File: config.mk
export PLATFORM = sky130hd
export DESIGN_NAME = uart_boot_loader_flat
export DESIGN_NICKNAME = d
export VERILOG_FILES = /design/src/rtl/uart_boot_loader_pkg.sv /design/src/rtl/uart_boot_loader_if.sv /design/src/rtl/uart_boot_loader_byte_word_packer.sv /design/src/rtl/uart_boot_loader.sv /design/src/flat_wrapper.sv
export SDC_FILE = /design/constraint.sdc
export NUM_CORES = 1
export LEC_CHECK = 0
export ABC_AREA = 1
export BUFFER_PORTS_ARGS = -buffer_cell sky130_fd_sc_hd__buf_4
export CORE_MARGIN = 4
export CORE_UTILIZATION = 45
export DETAILED_ROUTE_END_ITERATION = 8
export GPL_TIMING_DRIVEN = 0
export PLACE_DENSITY = 0.77
export SYNTH_ARGS = -nofsm -noshare
export SYNTH_HDL_FRONTEND = slang
export SYNTH_HIERARCHICAL = 1
export SYNTH_SLANG_ARGS = --single-unit
File: constraint.sdc
create_clock -name clk -period 5.4 [get_ports clk]
set_clock_uncertainty 0.2 [all_clocks]
set_input_delay 0.54 -clock clk [delete_from_list [all_inputs] [get_ports clk]]
set_output_delay 0.54 -clock clk [all_outputs]
set_load 0.01 [all_outputs]
File: src/rtl/uart_boot_loader_pkg.sv
// Shared definitions for the UART boot loader: state encoding, word geometry and default image size.
// The CHECK state only exists when BOOT_CHECKSUM_EN is defined.
package uart_boot_loader_pkg;

    localparam int unsigned BYTES_PER_WORD     = 4;
    localparam int unsigned DEFAULT_WORD_COUNT = 13;

`ifdef BOOT_CHECKSUM_EN
    typedef enum logic [1:0] {StLoad, StWrite, StCheck, StDone} state_e;
`else
    typedef enum logic [1:0] {StLoad, StWrite, StDone} state_e;
`endif

endpackage

File: src/rtl/uart_boot_loader_if.sv
// Byte stream from the UART receiver in, instruction-memory write port out.
// master drives bytes and observes writes; slave is the boot loader.
interface uart_boot_loader_if #(
    parameter int unsigned ADDR_W = 8
);
    logic              rx_valid;
    logic [7:0]        rx_byte;
    logic              rx_frame_err;
    logic              mem_we;
    logic [ADDR_W-1:0] mem_addr;
    logic [31:0]       mem_wdata;

    modport master (
        output rx_valid, rx_byte, rx_frame_err,
        input  mem_we, mem_addr, mem_wdata
    );

    modport slave (
        input  rx_valid, rx_byte, rx_frame_err,
        output mem_we, mem_addr, mem_wdata
    );
endinterface

File: src/rtl/uart_boot_loader_byte_word_packer.sv
// Little-endian byte-to-word packer: lane counter plus 32-bit assembly register.
// word_ready_o/word_o are combinational so the full word is visible in the cycle of the 4th byte.
module uart_boot_loader_byte_word_packer
    import uart_boot_loader_pkg::*;
(
    input  logic        clk,
    input  logic        rst,
    input  logic        clr_i,
    input  logic        byte_valid_i,
    input  logic [7:0]  byte_i,
    output logic        word_ready_o,
    output logic [31:0] word_o
);

    logic [1:0]  lane_q;
    logic [31:0] asm_q;

    always_comb begin
        word_o = asm_q;
        word_o[{lane_q, 3'b000} +: 8] = byte_i;
        word_ready_o = byte_valid_i && (lane_q == 2'(BYTES_PER_WORD - 1));
    end

    always_ff @(posedge clk) begin
        if (rst || clr_i) begin
            lane_q <= 2'd0;
            asm_q  <= 32'd0;
        end else if (byte_valid_i) begin
            if (word_ready_o) begin
                lane_q <= 2'd0;
                asm_q  <= 32'd0;
            end else begin
                lane_q <= lane_q + 2'd1;
                asm_q  <= word_o;
            end
        end
    end

endmodule

File: src/rtl/uart_boot_loader.sv
// Writes a UART-received image into instruction memory and holds the CPU in reset until done.
// Optional BOOT_CHECKSUM_EN: a trailing mod-256 sum byte must match before the CPU is released.
module uart_boot_loader
    import uart_boot_loader_pkg::*;
#(
    parameter int unsigned WORD_COUNT = DEFAULT_WORD_COUNT,
    parameter int unsigned ADDR_W     = 8,
    parameter int unsigned BASE_ADDR  = 0
) (
    input  logic                clk,
    input  logic                rst,
    uart_boot_loader_if.slave   bus,
    input  logic                reload,
    output logic                cpu_hold,
    output logic                boot_done,
    output logic                err
);

    state_e            state_q;
    logic [ADDR_W-1:0] idx_q;
    logic              last_word;
    logic              good_byte;
    logic              bad_byte;
    logic              pack_valid;
    logic              word_ready;
    logic [31:0]       word;
`ifdef BOOT_CHECKSUM_EN
    logic [7:0]        sum_q;
`endif

    assign last_word = (idx_q == ADDR_W'(WORD_COUNT - 1));
    assign good_byte = bus.rx_valid && !bus.rx_frame_err && !reload;
    assign bad_byte  = bus.rx_valid && bus.rx_frame_err && !reload;
    // A byte landing in the WRITE cycle starts the next word; after the last word it is not image data.
    assign pack_valid = good_byte &&
                        ((state_q == StLoad) || ((state_q == StWrite) && !last_word));

    uart_boot_loader_byte_word_packer u_packer (
        .clk          (clk),
        .rst          (rst),
        .clr_i        (reload),
        .byte_valid_i (pack_valid),
        .byte_i       (bus.rx_byte),
        .word_ready_o (word_ready),
        .word_o       (word)
    );

    always_ff @(posedge clk) begin
        if (rst || reload) begin
            state_q   <= StLoad;
            idx_q     <= '0;
            cpu_hold  <= 1'b1;
            boot_done <= 1'b0;
            err       <= 1'b0;
            bus.mem_we <= 1'b0;
`ifdef BOOT_CHECKSUM_EN
            sum_q     <= 8'd0;
`endif
            // Address/data keep their last values across reload; only a full reset clears them.
            if (rst) begin
                bus.mem_addr  <= ADDR_W'(BASE_ADDR);
                bus.mem_wdata <= 32'd0;
            end
        end else begin
            bus.mem_we <= 1'b0;
            if (bad_byte && (state_q != StDone)) begin
                err <= 1'b1;
            end
`ifdef BOOT_CHECKSUM_EN
            if (pack_valid) begin
                sum_q <= sum_q + bus.rx_byte;
            end
`endif
            unique case (state_q)
                StLoad: begin
                    if (word_ready) begin
                        state_q       <= StWrite;
                        bus.mem_we    <= 1'b1;
                        bus.mem_addr  <= ADDR_W'(BASE_ADDR) + idx_q;
                        bus.mem_wdata <= word;
                    end
                end
                StWrite: begin
                    idx_q <= idx_q + 1'b1;
                    if (last_word) begin
`ifdef BOOT_CHECKSUM_EN
                        state_q   <= StCheck;
`else
                        state_q   <= StDone;
                        cpu_hold  <= 1'b0;
                        boot_done <= 1'b1;
`endif
                    end else begin
                        state_q <= StLoad;
                    end
                end
`ifdef BOOT_CHECKSUM_EN
                StCheck: begin
                    if (good_byte) begin
                        if (bus.rx_byte == sum_q) begin
                            state_q   <= StDone;
                            cpu_hold  <= 1'b0;
                            boot_done <= 1'b1;
                        end else begin
                            err <= 1'b1;
                        end
                    end
                end
`endif
                StDone: begin
                end
            endcase
        end
    end

endmodule

File: src/flat_wrapper.sv
// flat-port wrapper written by rule: the top's interface ports become plain ports
module uart_boot_loader_flat import uart_boot_loader_pkg::*;
#(
    parameter int unsigned WORD_COUNT = DEFAULT_WORD_COUNT,
    parameter int unsigned ADDR_W     = 8,
    parameter int unsigned BASE_ADDR  = 0
)
  (clk, rst, reload, cpu_hold, boot_done, err, bus_rx_valid, bus_rx_byte, bus_rx_frame_err, bus_mem_we, bus_mem_addr, bus_mem_wdata);
  uart_boot_loader_if #(.ADDR_W(ADDR_W)) bus_i ();
  input  logic clk;
  input  logic rst;
  input  logic reload;
  output logic cpu_hold;
  output logic boot_done;
  output logic err;
  input wire logic [$bits(bus_i.rx_valid)-1:0] bus_rx_valid;
  input wire logic [$bits(bus_i.rx_byte)-1:0] bus_rx_byte;
  input wire logic [$bits(bus_i.rx_frame_err)-1:0] bus_rx_frame_err;
  output wire logic [$bits(bus_i.mem_we)-1:0] bus_mem_we;
  output wire logic [$bits(bus_i.mem_addr)-1:0] bus_mem_addr;
  output wire logic [$bits(bus_i.mem_wdata)-1:0] bus_mem_wdata;
  assign bus_i.rx_valid = bus_rx_valid;
  assign bus_i.rx_byte = bus_rx_byte;
  assign bus_i.rx_frame_err = bus_rx_frame_err;
  assign bus_mem_we = bus_i.mem_we;
  assign bus_mem_addr = bus_i.mem_addr;
  assign bus_mem_wdata = bus_i.mem_wdata;
  uart_boot_loader #(.WORD_COUNT(WORD_COUNT), .ADDR_W(ADDR_W), .BASE_ADDR(BASE_ADDR)) u_core (.clk(clk), .rst(rst), .bus(bus_i), .reload(reload), .cpu_hold(cpu_hold), .boot_done(boot_done), .err(err));
endmodule
; After elaboration in Yosys (flattened, before gate mapping)
; Cells that the tools add are included.
[word_totals]
word_cells = 58
ff_bits = 88
output_inout_bits = 44
[classes]
shifts = 2
bitwise = 1
reduce_logical = 21
muxes = 15
add_sub_neg = 3
n_eq_ne = 6
[op_table]
columns = cell, n
row1 = two-way mux 32 bit, 5
row2 = bitwise mux 32 bit, 1
row3 = two-way mux 8 bit, 4
row4 = variable shift 8 x 7 -> 32 bit (first input constant), 1
row5 = variable part select 8 x 7 -> 32 bit, 1
row6 = adder 8 x 1 -> 8 bit (second input constant), 1
row7 = == test 8 x 4 -> 1 bit (second input constant), 1
row8 = logical AND 1 bit, 8
row9 = negator 5 -> 7 bit, 1
row10 = two-way mux 2 bit, 3
row11 = inequality test 2 bit (second input constant), 3
row12 = nonzero test 2 bit, 3
row13 = one-hot mux 2 bit (2 select lines), 1
row14 = AND reduction 2 bit, 2
row15 = logical NOT 1 bit, 3
row16 = AND reduction 3 bit, 1
row17 = adder 2 x 1 -> 2 bit (second input constant), 1
row18 = == test 2 x 1 -> 1 bit (second input constant), 1
row19 = == test 2 bit (second input constant), 1
row20 = logical NOT 2 bit, 1
row21 = logical OR 1 bit, 2
row22 = OR reduction 2 bit, 1
row23 = two-way mux 1 bit, 1
row24 = inverter 1 bit, 1

; Logic depth before layout (Yosys ltp)
; Gate-level depths: netlist of the first run.
[depth]
word_depth = 9
mapped_depth = 13
depth_no_buf = 12

; Modules after synthesis
; The synthesis of the first run kept the hierarchy.
[modules_own_cells]
columns = module, area_each_um2, instances, cells_each
row1 = uart_boot_loader, 2175.8, 1, 208
row2 = uart_boot_loader_byte_word_packer, 1759.2, 1, 270

; Least setup slack after synthesis of the first run
; No wires, ideal clock.
[synth_path]
path_type = register to register
start = register u_core.idx_q[0]
end = register u_core.bus.mem_addr[0] (enable)
t_arrival_ns = 3.237
path_slack_ns = 1.517
n_path_buf = 0
period_less_slack_ns = 3.883
stages_incl_launch_ff = 12
path_cell_list = dfxtp_1 > inv_1 > ha_1 > nand2_1 > nor2_1 > nand3_2 > nand2_1 > nor2_1 > nand2_1 > clkinv_1 > nand3_1 > o21bai_1
[synth_between]
elab_chain_cells = 8
[synth_rtl]
columns = item, line_no
row1 = from (decl), uart_boot_loader.sv:20  ; logic [ADDR_W-1:0] idx_q;
row2 = from (signal assigned), uart_boot_loader.sv:84  ; idx_q <= idx_q + 1'b1;
row3 = == test 8 x 4 -> 1 bit, uart_boot_loader.sv:31  ; assign last_word = (idx_q == ADDR_W'(WORD_COUNT - 1));
row4 = logical NOT 1 bit, uart_boot_loader.sv:36  ; ((state_q == StLoad) || ((state_q == StWrite) && !last_word));
row5 = logical AND 1 bit, uart_boot_loader.sv:36
row6 = logical OR 1 bit, uart_boot_loader.sv:36
row7 = logical AND 1 bit, uart_boot_loader.sv:35  ; assign pack_valid = good_byte &&
row8 = named net u_core.pack_valid, uart_boot_loader.sv:24  ; logic pack_valid;
row9 = logical AND 1 bit, uart_boot_loader_byte_word_packer.sv:21  ; word_ready_o = byte_valid_i && (lane_q == 2'(BYTES_PER_WORD - 1));
row10 = named net u_core.word_ready, uart_boot_loader.sv:25  ; logic word_ready;
row11 = nonzero test 2 bit (no line), --
row12 = AND reduction 3 bit (no line), --
row13 = to (signal assigned), uart_boot_loader.sv:61  ; bus.mem_addr <= ADDR_W'(BASE_ADDR);
row14 = to (signal assigned), uart_boot_loader.sv:79  ; bus.mem_addr <= ADDR_W'(BASE_ADDR) + idx_q;
row15 = to (decl), uart_boot_loader_if.sv:20  ; output mem_we, mem_addr, mem_wdata
; The timed path passes the listed nets, and every way through them passes these cells.
; A chain may end at the register's enable or synchronous reset.

; Final worst setup path of the first run
[layout_path]
start = register u_core.idx_q[0]
end = register u_core.bus.mem_wdata[20] (enable)
[layout_between]
elab_chain_cells = 8
[layout_rtl]
columns = item, line_no
row1 = == test 8 x 4 -> 1 bit, uart_boot_loader.sv:31
row2 = logical NOT 1 bit, uart_boot_loader.sv:36
row3 = logical AND 1 bit, uart_boot_loader.sv:36
row4 = logical OR 1 bit, uart_boot_loader.sv:36
row5 = logical AND 1 bit, uart_boot_loader.sv:35
row6 = named net u_core.pack_valid, uart_boot_loader.sv:24
row7 = logical AND 1 bit, uart_boot_loader_byte_word_packer.sv:21
row8 = named net u_core.word_ready, uart_boot_loader.sv:25
row9 = nonzero test 2 bit (no line), --
row10 = AND reduction 3 bit (no line), --
row11 = to (signal assigned), uart_boot_loader.sv:80  ; bus.mem_wdata <= word;
row12 = to (decl), uart_boot_loader_if.sv:20
; The timed path passes the listed nets, and every way through them passes these cells.

==> impl_metrics.yaml, run 1 <==
synthesis:
  synth_area_leaders: "edfxtp_1, dfxtp_1, nand2_1"
  yosysTopAreaCell: "edfxtp_1"
  ys_async_sr_fraction_pct: 0
  netlist_area_um2: 3940
  yosys-top-cells-count: "nand2_1, inv_1, nor2_1"
  syn_area_per_cell_um2: 8.23
  synth.most_common_cell: "nand2_1"
  ys.flop_type: "dfxtp_1"
  synth_top_area_share_pct: 30.5
  synth-seq-cells: 88
  yosys_warnings: 6
  ys_seq_area_share_pct: 54.9
  synth_edf_count: 40
  syn-num-nets: 498
  yosys.cell_types.count: 29
  netlist_instances: 478
cts:
  cts_max_path_buffers: 2
  clock_sinks: 88
  holdBufCountCts: 0
  clk_transition_reported_paths_ps: 90
  htreeDepth: 3
  clk_latency_ps: 350
  post_cts_resized: 0
  tritoncts: "done"
  root_buffer: "clkbuf_8"
  cts_setup_buffers: 0
  cts_buffers: 9
finish:
  fillers: 769
  diodes: 0
  drive_above_1_share_pct: 18.7
  final_nets: 566
  syn2layout_area_growth_pct: 19.4
  finalNonFillerCells: 656
  fin_area_um2: 4700
  post-route-util_pct: 56.3
critical_path:
  endpoint_kind: "register"
  r2r.worst_path.cells: 12
  critPathLaunchType: "register"
  path_buf_inv: 3
  crit_fanout: 21
  slowest_delay_ps: 600
  crit_family: "simple AND/OR/NAND/NOR gates"
  worst-path-stages: 12
  arrival_ps: 2840
  critPathKind: "register to register"
  critPathSlowestCell: "o21bai_4"
  path_cells: "inv_1, ha_1, nand2_1, nor2_1, nand3_2, nand2_1, nor2_1, nand2_1, clkinv_1, nand3_1, o21bai_4, buf_16"
  worst_path_most_repeated_cell: "nand2_1"
  crit_required_ps: 5260
route:
  routed_wl_mm: 8.47
  first_iter_violations: 249
  vias_per_cell: 5.00
  dr.pass1.iters: 6
  drc_errors: 0
  wl_per_cell_um: 12.9
  postRouteAntennaNets: 0
  dr_total_vias: 3279
global_routing:
  grt_max_degree: 22
  grt_remaining_overflow: 0
  grt_pass1_wl_mm: 13.9
  antenna_found_initial: 0
  grt_usage_pct: 17.0
  grt_pass1_vias: 3002
floorplanning:
  rows: 33
  start_util_pct: 47.2
  die-area_um2: 10300
  die_h_um: 102
  io_pins: 57
  die_w_um: 102
  coreArea_um2: 8340
place:
  placed_area_um2: 4530
  pre_cts_ws_ps: 2440
  dp_hpwl_mm: 6.17
  io_buffers: 56
  routabilityCongestion: 0.942
  dp_cells: 640
sta:
  tightest_slew_ps: 686
  fin_crit_ps: 2980
  drv_slew: 0
  setup_tns_ps: 0
  setup_slack_ps: 2420
  finalSetupViolCount: 0
  finalHoldViolCount: 0
  fmax_mhz: 336
  slew_headroom_pct: 54.1
  period_share_pct: 55.1
  rsz0062_at_grt: "false"
job:
  maxCapViolCount: 0
outcome:
  status: "finished, final reports clean"
power:
  power_density_nw_per_um2: 254
  leakage_nw: 1.84
  worst_ir_drop_vdd_mv: 0.135
worst_hold_path:
  hp-class: "primary input to register"
  holdPathStages: 2
## report_power, final
part | internal (mW) | switching [mW]
combinational | 0.0350 | 0.0516
sequential | 0.707 | 0.00396
clock | 0.167 | 0.230
total | 0.909 | 0.286
## layout by cell type (no fill, tap or decap), types with 2 or more instances in the layout
cell	instances
clkinv_2	2
clkbuf_8	9
inv_2	7
buf_6	5
dfxtp_1	48
nor2_2	5
nand3_1	13
nand3b_1	2
clkinv_1	4
clkbuf_1	5
o22ai_1	8
a21oi_1	35
nand3_2	3
buf_4	59
nor3_1	12
ha_1	7
nand2_1	128
o21ai_2	3
nand4_1	8
edfxtp_1	40
o21ai_0	3
nor2_1	62
inv_1	70
clkinv_4	2
## stage by stage
stage / hold slack [ps] / total power, mW
after floorplan: 224 / 0.772
after global placement: 238 / 0.810
after detailed placement: 239 / 0.813
after CTS: 185 / 1.20
after global routing: 187 / 1.25
final: 193 / 1.19
## area by class of cell
cell class / instances / area, um2 / share of cell area [%]
buffer: 15 / 106 / 2.26
clock buffer: 9 / 124 / 2.64
tap: 105 / 131 / 2.80
clock inverter: 7 / 47.5 / 1.01
inverter: 80 / 300 / 6.39
timing repair buffer: 57 / 448 / 9.54
multi-input combinational: 295 / 1380 / 29.3
sequential: 88 / 2160 / 46.0
## final timing paths
path | startpoint | endpoint | slack, ps
max | u_core/idx_q[0] | u_core/bus.mem_wdata[20] | 2420
min | rst | u_core/bus.mem_we | 190
max reg2reg | u_core/idx_q[0] | u_core/bus.mem_wdata[20] | 2420
min reg2reg | u_core/u_packer/asm_q[27] | u_core/u_packer/asm_q[27] | 260
## kinds of logic after synthesis
logic type,Yosys count,share of synthesized area (%)
and+or+nand+nor,236,25.2
buffers and inverters,95,10.3
DFF,88,54.9
AOI/OAI and AO/OA,52,7.28
adders and majority gates,7,2.23
## state kept, by name, summed over array words and instances (netlist names)
name	flops
u_core/bus.mem_addr	8
u_core/u_packer/asm_q	32
u_core/bus.mem_wdata	32
u_core/bus.mem_we	1
u_core/cpu_hold	1
u_core/u_packer/lane_q	2
u_core/idx_q	8
u_core/state_q	2
u_core/boot_done	1
u_core/err	1
## worst register-to-register path: stages (launching register included)
cell and delay, ps:
dfxtp_1 390, inv_1 110, ha_1 200, nand2_1 60, nor2_1 40, nand3_2 110, nand2_1 60, nor2_1 180
nand2_1 100, clkinv_1 180, nand3_1 200, o21bai_4 600, buf_16 240
## routing by layer
layer / routed length [um] / up-vias / track usage [%]
met5: 0 / - / 0
met4: 88 / 0 / 4.70
met1: 3620 / 1497 / 21.7
met3: 582 / 11 / 3.99
met2: 4180 / 123 / 28.9
li1: - / 1648 / -
Note: power is estimated with default switching activity, not from simulation.
==> run 2, diff against run 1 <==
--- a/config.mk
+++ b/config.mk
@@ -5,7 +5,7 @@
 export SDC_FILE = /design/constraint.sdc
 export NUM_CORES = 1
 export LEC_CHECK = 0
-export ABC_AREA = 1
+export ABC_AREA = 0
 export BUFFER_PORTS_ARGS = -buffer_cell sky130_fd_sc_hd__buf_4
 export CORE_MARGIN = 4
 export CORE_UTILIZATION = 45
==> constraint.sdc (replaced) <==
create_clock -name clk -period 3.1 [get_ports clk]
set_clock_uncertainty 0.2 [all_clocks]
set_input_delay 0.31 -clock clk [delete_from_list [all_inputs] [get_ports clk]]
set_output_delay 0.31 -clock clk [all_outputs]
set_load 0.01 [all_outputs]
==> run 2 against run 1 <==
Cell count down 20%. Hold slack worse by 140 ps. Total power rose by 76%. Sequential share of layout area grew 1.3 points. Synthesized area shrank 3.6%. First-iteration DRC count decreased by 65%. Non-clock buffer count increased by 3. Fmax increased by 7.1%. Final area decreased by 2.8%. Critical path depth is 5 lower. Flip-flop and latch count did not move. Global-route usage down 0.25 points. Largest cell class unchanged. Highest routed layer unchanged.
==> impl_metrics.yaml, run 2 <==
outcome:
  status: "finished, final reports clean"
sta:
  setup_tns_ps: 0
  fin_worst_hold_slack_ps: 53.1
  period_share_pct: 89.7
  slew_headroom_pct: 59.8
  rsz0062_at_grt: "false"
  fin_crit_ps: 2780
  tightest_slew_ps: 603
  finalHoldViolCount: 0
  fmax_mhz: 360
  drv_slew: 0
  finalSetupViolCount: 0
critical_path:
  critPathLaunchType: "register"
  arrival_ps: 2560
  crit_required_ps: 2880
  critPathKind: "register to register"
  startpoint: "u_core/idx_q[0]"
  endpoint_kind: "register"
  crit_fanout: 40
  r2r_slack_ps: 320
  regToRegStartpoint: "u_core/idx_q[0]"
cts:
  htreeDepth: 3
  tritoncts: "done"
  clk_latency_ps: 350
  cts_max_path_buffers: 2
  root_buffer: "clkbuf_8"
  clock_sinks: 88
  clk_transition_reported_paths_ps: 80
  cts_buffers: 9
route:
  vias_per_cell: 5.22
  wl_per_cell_um: 15.1
  first_iter_violations: 86
  drc_errors: 0
  dr_total_vias: 2734
  dr.pass1.iters: 4
  routed_wl_mm: 7.90
  postRouteAntennaNets: 0
global_routing:
  antenna_found_initial: 0
  use_met1_pct: 22.3
  busiest_layer: "met2"
  grt_usage_pct: 16.8
  grt_max_degree: 41
  grt_pass1_vias: 2640
  grt_pass1_wl_mm: 13.1
  use_met3_pct: 3.82
  grt_remaining_overflow: 0
  use_met2_pct: 26.4
synthesis:
  yosys-top-cells-count: "dfxtp_1, and2_1, edfxtp_1"
  synth-seq-cells: 88
  ys_seq_area_share_pct: 57.0
  synth_edf_count: 40
  yosys.cell_types.count: 44
  ys.flop_type: "dfxtp_1"
  netlist_instances: 344
  syn-num-nets: 364
  synth_area_leaders: "edfxtp_1, dfxtp_1, a22o_1"
  netlist_area_um2: 3790
  synth.most_common_cell: "dfxtp_1"
  yosysTopAreaCell: "edfxtp_1"
  synth_top_area_share_pct: 31.7
  syn_area_per_cell_um2: 11.0
  ys_async_sr_fraction_pct: 0
  yosys_warnings: 6
floorplanning:
  die-area_um2: 9960
  rows: 33
  start_util_pct: 46.2
  die_h_um: 99.8
  coreArea_um2: 8220
  io_pins: 57
  die_w_um: 99.8
place:
  dp_hpwl_mm: 5.43
  placed_area_um2: 4340
  routabilityCongestion: 0.793
  io_buffers: 56
finish:
  layout_common_cells: "buf_4, dfxtp_1, and2_1"
  seqCellArea_um2: 2160
  fillers: 692
  drive_above_1_share_pct: 20.8
  fin_area_um2: 4570
  final_nets: 434
  diodes: 0
  syn2layout_area_growth_pct: 20.4
  top_regs: "u_core/bus.mem_wdata (32), u_core/u_packer/asm_q (32)"
  multi_input_area_um2: 1460
  final_common_cell: "buf_4"
job:
  maxCapViolCount: 0
power:
  total_power_mw: 2.10
  power_density_nw_per_um2: 460
  worst_ir_drop_vdd_mv: 0.282
  leakage_nw: 1.76
worst_hold_path:
  hp-class: "primary input to register"
  hold_start: "bus_rx_byte[6]"
run 2: per-stage QoR:
step	worst slack (ps)	utilization [%]	cells
after floorplan	540	-	344
after global placement	133	52.9	505
after detailed placement	56.9	52.9	505
after CTS	331	55.6	524
after global routing	144	55.6	524
final	320	55.6	524
run 2: final timing paths:
| kind | to | cells after the start |
|---|---|---|
| setup / recovery | u_core/bus.mem_wdata[21] | 7 |
| setup reg to reg | u_core/bus.mem_wdata[21] | 7 |
| hold reg to reg | u_core/u_packer/asm_q[30] | 2 |
| hold / removal | u_core/u_packer/asm_q[14] | 2 |
run 2: cell type report:
type,count,area share (%)
inverter,25,2.05
tap,105,2.88
clock buffer,13,3.70
multi-input combinational,215,31.9
buffer,16,1.95
timing repair buffer,59,9.86
clock inverter,3,0.329
sequential,88,47.3
run 2: kinds of logic after synthesis:
family	Yosys count	synth area share, %
muxes	1	0.297
DFF	88	57.0
xor gates and xnor gates	2	0.462
AOI/OAI and AO/OA	77	14.2
buffers and inverters	41	4.82
and+or+nand+nor	128	20.9
adders and majority gates	7	2.31
run 2: worst max-delay path, cell delays in order (launching register included):
cell	delay, ps
dfxtp_1	420
inv_1	100
ha_1	210
nor2b_1	150
nand3_1	100
and4b_1	390
and2_2	260
a31o_4	570
run 2: metal layers:
layer / share of wire (%) / vias up
li1: - / 1357
met2: 49 / 80
met4: 1.7 / 0
met5: 0 / -
met3: 6.5 / 12
met1: 43 / 1285
run 2: power by group:
part	total (mW)	switching [mW]	internal [mW]
Clock	0.722	0.368	0.354
Combinational	0.141	0.0833	0.0578
Sequential	1.24	0.00734	1.23
Total	2.10	0.458	1.64
run 2: repair_timing:
action                     in CTS  in global routing
setup endpoints to repair      23                  0
setup buffers                   0                  0
hold buffers                    3                  0
resized for setup               1                  0
hold endpoints to repair        2                  0
